$ cat config.mk
export PLATFORM = sky130hd
export DESIGN_NAME = lane_reorder_lock_rx_flat
export DESIGN_NICKNAME = d
export VERILOG_FILES = /design/src/rtl/lane_reorder_lock_rx_if.sv /design/src/rtl/lane_reorder_lock_rx.sv /design/src/flat_wrapper.sv
export SDC_FILE = /design/constraint.sdc
export NUM_CORES = 1
export LEC_CHECK = 0
export ABC_AREA = 1
export ABC_CLOCK_PERIOD_IN_PS = 10400
export CORE_AREA = 2 2 216 218
export CTS_CLUSTER_DIAMETER = 100
export DETAILED_ROUTE_END_ITERATION = 10
export DIE_AREA = 0 0 218 220
export PLACE_DENSITY = 0.83
export RECOVER_POWER = 25
export SYNTH_ARGS = -nofsm -noshare
export SYNTH_HDL_FRONTEND = slang
export SYNTH_SLANG_ARGS = --single-unit
$ cat constraint.sdc
create_clock -name clk -period 10.4 [get_ports clk]
set_input_delay 2.6 -clock clk [delete_from_list [all_inputs] [get_ports clk]]
set_output_delay 2.6 -clock clk [all_outputs]
set_load 0.005 [all_outputs]
$ cat src/rtl/lane_reorder_lock_rx_if.sv
// ----------------------------------------------------------------------------
// lane_reorder_lock_rx_if
//   Bundles the receive-side signals of the lane reorder block.
//   master : upstream AM-lock side (drives valid_i/marker_v_i/lane_i/block_i,
//            observes the reordered outputs)
//   slave  : the lane reorder block itself
//   Signals:
//     valid_i     block_i valid this cycle
//     marker_v_i  per physical lane, alignment marker seen this cycle
//     lane_i      per physical lane i, one-hot logical ID at [i*LANE_N +: LANE_N]
//     block_i     unordered blocks, physical lane i at [i*BLOCK_W +: BLOCK_W]
//     valid_o     block_o valid
//     block_o     reordered blocks, logical lane j at [j*BLOCK_W +: BLOCK_W]
//     lock_o      lane map locked
//     err_o       one-cycle pulse: marker period failed the check
//     err_cnt_o   saturating err_o pulse count (only with LANE_REORDER_ERR_CNT_EN)
// ----------------------------------------------------------------------------
interface lane_reorder_lock_rx_if #(
    parameter int LANE_N  = 4,
    parameter int BLOCK_W = 66
`ifdef LANE_REORDER_ERR_CNT_EN
   ,parameter int ERR_CNT_W = 8
`endif
);
    logic                        valid_i;
    logic [LANE_N-1:0]           marker_v_i;
    logic [LANE_N*LANE_N-1:0]    lane_i;
    logic [LANE_N*BLOCK_W-1:0]   block_i;
    logic                        valid_o;
    logic [LANE_N*BLOCK_W-1:0]   block_o;
    logic                        lock_o;
    logic                        err_o;
`ifdef LANE_REORDER_ERR_CNT_EN
    logic [ERR_CNT_W-1:0]        err_cnt_o;

    modport master (
        output valid_i, marker_v_i, lane_i, block_i,
        input  valid_o, block_o, lock_o, err_o, err_cnt_o
    );
    modport slave (
        input  valid_i, marker_v_i, lane_i, block_i,
        output valid_o, block_o, lock_o, err_o, err_cnt_o
    );
`else
    modport master (
        output valid_i, marker_v_i, lane_i, block_i,
        input  valid_o, block_o, lock_o, err_o
    );
    modport slave (
        input  valid_i, marker_v_i, lane_i, block_i,
        output valid_o, block_o, lock_o, err_o
    );
`endif
endinterface

$ cat src/rtl/lane_reorder_lock_rx.sv
// ----------------------------------------------------------------------------
// lane_reorder_lock_rx
//   Sequential lane reorder for the multi-lane PCS receive path. Learns the
//   physical-to-logical lane map from alignment-marker lane IDs, locks it,
//   re-verifies it on every marker period and unlocks after MISMATCH_MAX
//   consecutive bad marker periods. Output is registered (1-cycle latency)
//   and logically ordered; marker cycles are dropped from the data stream.
//
//   Ports:
//     clk    clock
//     reset  asynchronous, active-high reset
//     bus    lane_reorder_lock_rx_if.slave (valid_i, marker_v_i, lane_i,
//            block_i in; valid_o, block_o, lock_o, err_o out)
//
//   Optional feature macro: LANE_REORDER_ERR_CNT_EN
//     Adds err_cnt_o (ERR_CNT_W bits): saturating count of err_o pulses
//     since reset, not cleared by unlock.
// ----------------------------------------------------------------------------
module lane_reorder_lock_rx #(
    parameter int LANE_N       = 4,
    parameter int BLOCK_W      = 66,
    parameter int MISMATCH_MAX = 3,
    parameter int ERR_CNT_W    = 8
) (
    input  logic                   clk,
    input  logic                   reset,
    lane_reorder_lock_rx_if.slave  bus
);

    localparam int CNT_W = $clog2(MISMATCH_MAX + 1);
    localparam logic [CNT_W-1:0] CNT_LAST = CNT_W'(MISMATCH_MAX - 1);

    localparam logic [0:0] ST_UNLOCKED = 1'b0;
    localparam logic [0:0] ST_LOCKED   = 1'b1;

    generate
        if (MISMATCH_MAX < 1 || ERR_CNT_W < 1) begin : g_bad_param
            $error("lane_reorder_lock_rx: MISMATCH_MAX and ERR_CNT_W must be >= 1");
        end
    endgenerate

    logic [0:0]                  state_q;
    logic [LANE_N*LANE_N-1:0]    map_q;
    logic [CNT_W-1:0]            mis_cnt_q;

    logic                        marker_cyc;
    logic                        full_cyc;
    logic                        map_ok;
    logic [LANE_N-1:0]           lane_union;
    logic [LANE_N*BLOCK_W-1:0]   reorder;
    logic                        err_set;

    assign marker_cyc = bus.valid_i & (|bus.marker_v_i);
    assign full_cyc   = bus.valid_i & (&bus.marker_v_i);

    // The incoming IDs form a permutation when every slice is one-hot and
    // together they cover every logical lane.
    // NOTE: every signal driven here gets a default first so no latch is inferred.
    always_comb begin
        map_ok     = 1'b1;
        lane_union = '0;
        for (int i = 0; i < LANE_N; i++) begin
            if (!$onehot(bus.lane_i[i*LANE_N +: LANE_N])) begin
                map_ok = 1'b0;
            end
            lane_union = lane_union | bus.lane_i[i*LANE_N +: LANE_N];
        end
        if (lane_union != {LANE_N{1'b1}}) begin
            map_ok = 1'b0;
        end
    end

    // Logical lane j takes physical lane i where map[i][j] is set. The stored
    // map is always a permutation while locked, so at most one i matches.
    always_comb begin
        reorder = '0;
        for (int j = 0; j < LANE_N; j++) begin
            for (int i = 0; i < LANE_N; i++) begin
                if (map_q[i*LANE_N + j]) begin
                    reorder[j*BLOCK_W +: BLOCK_W] = bus.block_i[i*BLOCK_W +: BLOCK_W];
                end
            end
        end
    end

    // A locked marker period fails unless all lanes carry markers and the IDs
    // repeat the stored map exactly.
    assign err_set = (state_q == ST_LOCKED) && marker_cyc &&
                     !(full_cyc && (bus.lane_i == map_q));

    // NOTE: sequential state uses non-blocking assignments so every register
    // samples the pre-edge values regardless of statement order.
    always_ff @(posedge clk or posedge reset) begin
        if (reset) begin
            state_q     <= ST_UNLOCKED;
            // NOTE: the map is a small register, not a RAM, so it is reset
            // along with the rest of the state.
            map_q       <= '0;
            mis_cnt_q   <= '0;
            bus.valid_o <= 1'b0;
            bus.block_o <= '0;
            bus.lock_o  <= 1'b0;
            bus.err_o   <= 1'b0;
        end else begin
            bus.err_o   <= 1'b0;
            bus.valid_o <= bus.valid_i && (state_q == ST_LOCKED) && !marker_cyc;

            if (bus.valid_i && (state_q == ST_LOCKED) && !marker_cyc) begin
                bus.block_o <= reorder;
            end

            if (bus.valid_i) begin
                case (state_q)
                    ST_UNLOCKED: begin
                        if (full_cyc && map_ok) begin
                            map_q      <= bus.lane_i;
                            mis_cnt_q  <= '0;
                            state_q    <= ST_LOCKED;
                            bus.lock_o <= 1'b1;
                        end
                    end
                    default: begin
                        if (err_set) begin
                            bus.err_o <= 1'b1;
                            if (mis_cnt_q == CNT_LAST) begin
                                state_q    <= ST_UNLOCKED;
                                map_q      <= '0;
                                mis_cnt_q  <= '0;
                                bus.lock_o <= 1'b0;
                            end else begin
                                mis_cnt_q <= mis_cnt_q + 1'b1;
                            end
                        end else if (marker_cyc) begin
                            mis_cnt_q <= '0;
                        end
                    end
                endcase
            end
        end
    end

`ifdef LANE_REORDER_ERR_CNT_EN
    // Counts in the same update that raises err_o, so the count and the pulse
    // become visible together; sticks at all-ones.
    always_ff @(posedge clk or posedge reset) begin
        if (reset) begin
            bus.err_cnt_o <= '0;
        end else if (bus.valid_i && err_set && (bus.err_cnt_o != {ERR_CNT_W{1'b1}})) begin
            bus.err_cnt_o <= bus.err_cnt_o + 1'b1;
        end
    end
`else
`endif

endmodule

$ cat src/flat_wrapper.sv
// flat-port wrapper written by rule: the top's interface ports become plain ports
module lane_reorder_lock_rx_flat 
#(
    parameter int LANE_N       = 4,
    parameter int BLOCK_W      = 66,
    parameter int MISMATCH_MAX = 3,
    parameter int ERR_CNT_W    = 8
)
  (clk, reset, bus_valid_i, bus_marker_v_i, bus_lane_i, bus_block_i, bus_valid_o, bus_block_o, bus_lock_o, bus_err_o);
  lane_reorder_lock_rx_if #(.LANE_N(LANE_N), .BLOCK_W(BLOCK_W)) bus_i ();
  input  logic clk;
  input  logic reset;
  input wire logic [$bits(bus_i.valid_i)-1:0] bus_valid_i;
  input wire logic [$bits(bus_i.marker_v_i)-1:0] bus_marker_v_i;
  input wire logic [$bits(bus_i.lane_i)-1:0] bus_lane_i;
  input wire logic [$bits(bus_i.block_i)-1:0] bus_block_i;
  output wire logic [$bits(bus_i.valid_o)-1:0] bus_valid_o;
  output wire logic [$bits(bus_i.block_o)-1:0] bus_block_o;
  output wire logic [$bits(bus_i.lock_o)-1:0] bus_lock_o;
  output wire logic [$bits(bus_i.err_o)-1:0] bus_err_o;
  assign bus_i.valid_i = bus_valid_i;
  assign bus_i.marker_v_i = bus_marker_v_i;
  assign bus_i.lane_i = bus_lane_i;
  assign bus_i.block_i = bus_block_i;
  assign bus_valid_o = bus_i.valid_o;
  assign bus_block_o = bus_i.block_o;
  assign bus_lock_o = bus_i.lock_o;
  assign bus_err_o = bus_i.err_o;
  lane_reorder_lock_rx #(.LANE_N(LANE_N), .BLOCK_W(BLOCK_W), .MISMATCH_MAX(MISMATCH_MAX), .ERR_CNT_W(ERR_CNT_W)) u_core (.clk(clk), .reset(reset), .bus(bus_i));
endmodule
==> flow_metrics.py, run 1 <==
metrics = {
    "clock_network": {
        "postCtsHoldBufs": 0,
        "cts_tree": "built",
        "clk_pin_slew_ps": 50,
        "cts.sinks": 286,
        "clock_path_buffers": 3,
        "post_cts_buffers": 0,
        "clock_latency_ps": 540,
        "cts_resized": 0,
        "root_buffer": "clkbuf_16",
        "cts_inserted_buffers": 35,
        "cts-htree-levels": 2,
    },
    "place": {
        "hpwlAfterDp_mm": 50.5,
        "gp_congestion": 0.938,
        "postPlaceCellArea_sq_um": 24200,
        "port_buffers": 553,
    },
    "cells_and_area": {
        "fillers": 4203,
        "fin_area_sq_um": 25400,
        "drive_above_1_share_pct": 3.80,
        "utilization_pct": 55.4,
        "area_growth_pct": 36.3,
        "finalNetCount": 3334,
    },
    "min_path": {
        "worstHoldPathType": "register to register",
    },
    "sta": {
        "rsz0062_at_grt": "no",
        "relSlewSlack_pct": -145,
        "tns_ps": 0,
        "fin_crit_sh_pct": 62.7,
        "hold_viol_final": 0,
        "fmax_mhz": 153,
        "slew_viol_final": 63,
        "min_period_ps": 6520,
        "tightest_slew_ps": 3670,
        "setup_viol": 0,
        "skew_ps": 16.7,
    },
    "global_routing": {
        "gr-total-overflow": 0,
        "grt_pass1_wl_mm": 126,
        "grt.total_usage_pct": 33.8,
        "first_global_vias": 21700,
        "antenna_found_initial": 5,
        "grt_max_degree": 179,
    },
    "worst_setup_path": {
        "critPathKind": "primary input to asynchronous set/reset pin",
        "cp_max_fo": 74,
        "cp_slowest_cell": "clkbuf_1",
        "slowest_delay_ps": 2560,
        "crit_required_ps": 10920,
        "endpoint_kind": "asynchronous set/reset pin",
        "critPathArrivalTime_ps": 7040,
        "path_cells": "dlygate4sd3_1, clkinvlp_4, clkbuf_1, buf_4",
        "startpoint_type": "primary input",
    },
    "power_and_ir_drop": {
        "power_mw": 2.68,
        "p_leak_nw": 12.0,
        "power_density_nw_per_um2": 105,
        "max-vdd-ir-drop_uv": 103,
    },
    "floorplan": {
        "design.portCount": 554,
        "core_sq_um": 45900,
        "fp.dieH_microns": 220,
        "fp-row-count": 79,
        "die_w_microns": 218,
        "start_util_pct": 40.6,
        "dieArea_sq_um": 48000,
    },
    "routing": {
        "wl_mm": 84.6,
        "wl_per_cell_microns": 23.1,
        "drc": 0,
        "via_per_inst": 6.24,
        "drt_first_iter_violations": 2972,
        "ant_nets": 0,
        "num_vias": 22800,
        "drtPass1Iterations": 7,
    },
    "outcome": {
        "status": "finished, violations left",
        "violations": "max-capacitance violations, max-slew violations",
    },
    "synth": {
        "synthCells": 2652,
        "ys.flop_type": "dfrtp_1",
        "synth_fp_nets": 2955,
        "synth-edff-count": 0,
        "ys_ff_latch": 286,
        "async_flop_share_pct": 100,
        "syn-cell-area_sq_um": 18600,
        "yosys_warnings": 0,
        "syn_area_per_cell_sq_um": 7.03,
        "ys_types": 28,
        "ys_seq_area_share_pct": 38.4,
    },
    "flow_run": {
        "cap_violations": 1,
    },
}
-- critical path: cells and delay by family --
family	cells	cell delay (ps)
buffers and inverters	4	4280
-- power breakdown --
part	total, mW	switching [mW]	internal, mW
logic	0.260	0.136	0.124
registers	1.12	0.00547	1.12
clock network	1.30	0.510	0.787
total	2.68	0.651	2.03
-- metrics by stage --
stage / hold slack, ps / setup WS, ps / cells
floorplan: 465 / 4010 / 2652
global placement: 463 / 4450 / 3601
detailed placement: 468 / 4430 / 3601
CTS: 484 / 4950 / 3661
global route: 501 / 3260 / 3662
finish: 467 / 3880 / 3663
-- Yosys cell counts, types with 25 or more instances --
master | count | share of area [%]
o21ai_0 | 166 | 4.5
o21ai_1 | 118 | 3.2
buf_1 | 33 | 0.66
nand3_1 | 135 | 3.6
dfrtp_1 | 286 | 38
nand2_1 | 735 | 15
a21oi_1 | 396 | 11
clkbuf_1 | 121 | 2.4
nor2_1 | 159 | 3.2
nand4_1 | 25 | 0.84
a2bb2oi_1 | 122 | 5.7
inv_1 | 92 | 1.9
a22oi_1 | 132 | 5.3
buf_2 | 80 | 2.1
-- cell families (layout without fill, tap and decap cells) --
group | Yosys count | after routing | synth area share [%]
adders and majority gates | 16 | 16 | 1.23
AOI/OAI and AO/OA | 935 | 935 | 29.3
and+or+nand+nor | 1071 | 1071 | 23.3
DFF | 286 | 286 | 38.4
other | 0 | 2 | 0
buffers and inverters | 339 | 741 | 7.52
xor gates and xnor gates | 5 | 5 | 0.235
-- layer usage --
layer	share of wire (%)	track usage, %
met1	35	41.5
met5	0.041	0
met2	45	53.0
met3	14	8.99
met4	5.8	20.7
-- final cells by class --
class	instances	area, sq um	area share [%]
inverters	100	389	1.53
repair buffers	581	5770	22.7
clock buffers	55	1080	4.27
flip-flops and latches	286	7180	28.3
well taps	607	759	2.99
diodes	2	5.00	0.0197
multi-input cells	2027	10100	39.8
clock inverters	5	100	0.394
-- final timing paths --
kind	start	end	slack [ps]	cells after the start
hold reg to reg	u_core.bus.lock_o$_DFFE_PP0P_	u_core.bus.lock_o$_DFFE_PP0P_	470	2
max in group clk	bus_valid_i	u_core.bus.block_o[94]$_DFFE_PP0P_	4770	8
setup reg to reg	u_core.map_q[7]$_DFFE_PP0P_	u_core.bus.block_o[259]$_DFFE_PP0P_	7140	6
min in group asynchronous	reset	u_core.bus.block_o[248]$_DFFE_PP0P_	3970	3
setup / recovery	reset	u_core.bus.block_o[220]$_DFFE_PP0P_	3880	4
hold / removal	u_core.bus.lock_o$_DFFE_PP0P_	u_core.bus.lock_o$_DFFE_PP0P_	470	2
-- flip-flops by register name, summed over array words and instances (netlist names) --
signal / cells
u_core.bus.err_o: 1
u_core.map_q: 16
u_core.state_q: 1
u_core.bus.lock_o: 1
u_core.bus.block_o: 264
u_core.mis_cnt_q: 2
u_core.bus.valid_o: 1
-- cell usage in the layout, fill, tap and decap left out, types with 25 or more instances in the layout --
cell | netlist | routed
inv_1 | 92 | 90
dlygate4sd3_1 | 0 | 149
o21ai_0 | 166 | 166
nor2_1 | 159 | 156
clkdlybuf4s50_1 | 0 | 404
clkbuf_16 | 0 | 37
a2bb2oi_1 | 122 | 122
a21oi_1 | 396 | 396
nand4_1 | 25 | 25
o21ai_1 | 118 | 118
dfrtp_1 | 286 | 274
nand3_1 | 135 | 135
nand2_1 | 735 | 735
a22oi_1 | 132 | 132
buf_4 | 4 | 25
No activity file was read; power rests on OpenSTA's default activity.
==> run 2: changes to the inputs <==
- ABC_CLOCK_PERIOD_IN_PS: 10400 -> 5800
- clock period: 10.4 -> 5.8 ns (I/O delays scaled with it)
==> run 2 against run 1 <==
  * Die area unchanged
  * Critical endpoint is now u_core.bus.block_o[90]$_DFFE_PP0P_
  * Cell count increased by 0.22%
  * Power increased by 79%
  * Sequential share of layout area decreased by 0.083 points
  * Clock skew increased by 2.4 ps
  * Design area increased by 0.30%
  * The run still ends with max-capacitance violations, max-slew violations left
  * Global-route usage increased by 0.43 points
==> flow_metrics.py, run 2 (synthesis results as in run 1) <==
metrics = {
    "global_routing": {
        "grt.total_usage_pct": 34.2,
        "gr-total-overflow": 0,
        "antenna_found_initial": 2,
        "grt_pass1_wl_mm": 127,
        "grt_max_degree": 137,
        "first_global_vias": 21800,
    },
    "worst_setup_path": {
        "startpoint_type": "primary input",
        "critPathKind": "primary input to asynchronous set/reset pin",
        "crit_required_ps": 6070,
        "rrSetupSlack_ps": 2930,
        "endpoint_kind": "asynchronous set/reset pin",
        "cp_max_fo": 131,
        "critPathArrivalTime_ps": 4650,
    },
    "sta": {
        "min_period_ps": 4380,
        "relSlewSlack_pct": -28.9,
        "skew_ps": 19.1,
        "fmax_mhz": 228,
        "fin_crit_sh_pct": 75.5,
        "rsz0062_at_grt": "no",
        "tightest_slew_ps": 1930,
        "hold_viol_final": 0,
        "setup_viol": 0,
        "slew_viol_final": 161,
        "tns_ps": 0,
    },
    "cells_and_area": {
        "fin_area_sq_um": 25500,
        "regArea_sq_um": 7180,
        "finalNetCount": 3339,
        "final_common_cell": "nand2_1",
        "reg.largest.list": "u_core.bus.block_o x264, u_core.map_q x16, u_core.mis_cnt_q x2",
        "drive_above_1_share_pct": 4.18,
        "largest_register_ffs": 264,
        "top_register": "u_core.bus.block_o",
        "multiInputGateArea_sq_um": 10100,
        "final_cell_mix": "735 x nand2_1, 552 x clkdlybuf4s50_1, 396 x a21oi_1, 274 x dfrtp_1, 166 x o21ai_0",
        "fillers": 4193,
        "area_growth_pct": 36.7,
    },
    "power_and_ir_drop": {
        "power_density_nw_per_um2": 188,
        "power_mw": 4.79,
        "max-vdd-ir-drop_uv": 225,
        "p_leak_nw": 11.5,
    },
    "routing": {
        "drt_first_iter_violations": 3386,
        "drc": 0,
        "wl_mm": 85.4,
        "wl_per_cell_microns": 23.3,
        "num_vias": 22700,
        "ant_nets": 0,
        "via_per_inst": 6.19,
        "drtPass1Iterations": 7,
    },
    "clock_network": {
        "clock_path_buffers": 3,
        "clock_latency_ps": 540,
        "cts_tree": "built",
        "cts_resized": 0,
        "clk_pin_slew_ps": 60,
        "post_cts_buffers": 0,
        "cts.sinks": 286,
        "postCtsHoldBufs": 0,
        "root_buffer": "clkbuf_16",
        "cts_inserted_buffers": 34,
        "cts-htree-levels": 2,
    },
    "flow_run": {
        "cap_violations": 2,
    },
    "place": {
        "hpwlAfterDp_mm": 51.7,
        "port_buffers": 553,
        "postPlaceCellArea_sq_um": 24300,
        "gp_congestion": 0.942,
    },
    "floorplan": {
        "fp.dieH_microns": 220,
        "core_sq_um": 45900,
        "die_w_microns": 218,
        "design.portCount": 554,
        "fp-row-count": 79,
        "dieArea_sq_um": 48000,
        "start_util_pct": 40.6,
    },
    "outcome": {
        "violations": "max-capacitance violations, max-slew violations",
        "status": "finished, violations left",
    },
    "min_path": {
        "worstHoldPathType": "register to register",
    },
}
-- run 2: changes by cell type in the layout (fill, tap and decap cells not counted) --
cell             previous run  this run
clkbuf_4                    0         1
clkinv_2                    2         7
clkbuf_8                    9         7
clkinv_4                    0         2
buf_4                      25        28
dlygate4sd3_1             149         1
clkinvlp_2                  0         1
clkbuf_1                   10         6
clkdlybuf4s50_1           404       552
buf_12                      2         4
-- run 2: report_power, final --
group	switching (mW)	internal (mW)	total, mW
Sequential	0.0101	2.00	2.01
Combinational	0.245	0.225	0.470
Clock	0.920	1.39	2.31
-- run 2: path summary, 6_finish.rpt --
check                                                          from                             endpoint  depth (start not counted)
worst min register to register  u_core.bus.block_o[128]$_DFFE_PP0P_  u_core.bus.block_o[128]$_DFFE_PP0P_                          2
worst max register to register         u_core.map_q[12]$_DFFE_PP0P_          u_core.map_q[6]$_DFFE_PP0P_                         11
worst min-delay path            u_core.bus.block_o[128]$_DFFE_PP0P_  u_core.bus.block_o[128]$_DFFE_PP0P_                          2
max in group clk                                      bus_lane_i[2]          u_core.map_q[7]$_DFFE_PP0P_                         10
min in group asynchronous                                     reset  u_core.bus.block_o[187]$_DFFE_PP0P_                          2
worst max-delay path                                          reset   u_core.bus.block_o[90]$_DFFE_PP0P_                          3
-- run 2: final cells by class --
type,instances,area share (%)
antenna,2,0.0196
clock buffer,49,4.09
clock inverter,13,0.589
inverter,100,1.52
multi-input combinational,2027,39.7
sequential,286,28.2
tap,607,2.98
timing repair buffer,587,22.9
-- run 2: worst max-delay path: stages --
cell and delay [ps]:
dlygate4sd3_1 550, clkinvlp_2 900, clkbuf_4 1490
-- run 2: metrics by stage --
step,hold slack [ps],setup slack (ps),instances,util [%]
after floorplan,465,559,2652,-
after global placement,466,1180,3607,53.0
after detailed placement,468,1160,3607,53.0
after CTS,489,1720,3669,55.6
after global routing,502,1040,3669,55.5
final,489,1420,3671,55.5
-- run 2: routing by layer --
layer / track usage [%] / share of wire (%) / vias to the layer above
li1: - / - / 9874
met1: 42.8 / 36 / 10400
met2: 53.8 / 44 / 1969
met3: 8.68 / 14 / 457
met4: 19.5 / 5.9 / 4
met5: 0 / 0.032 / -
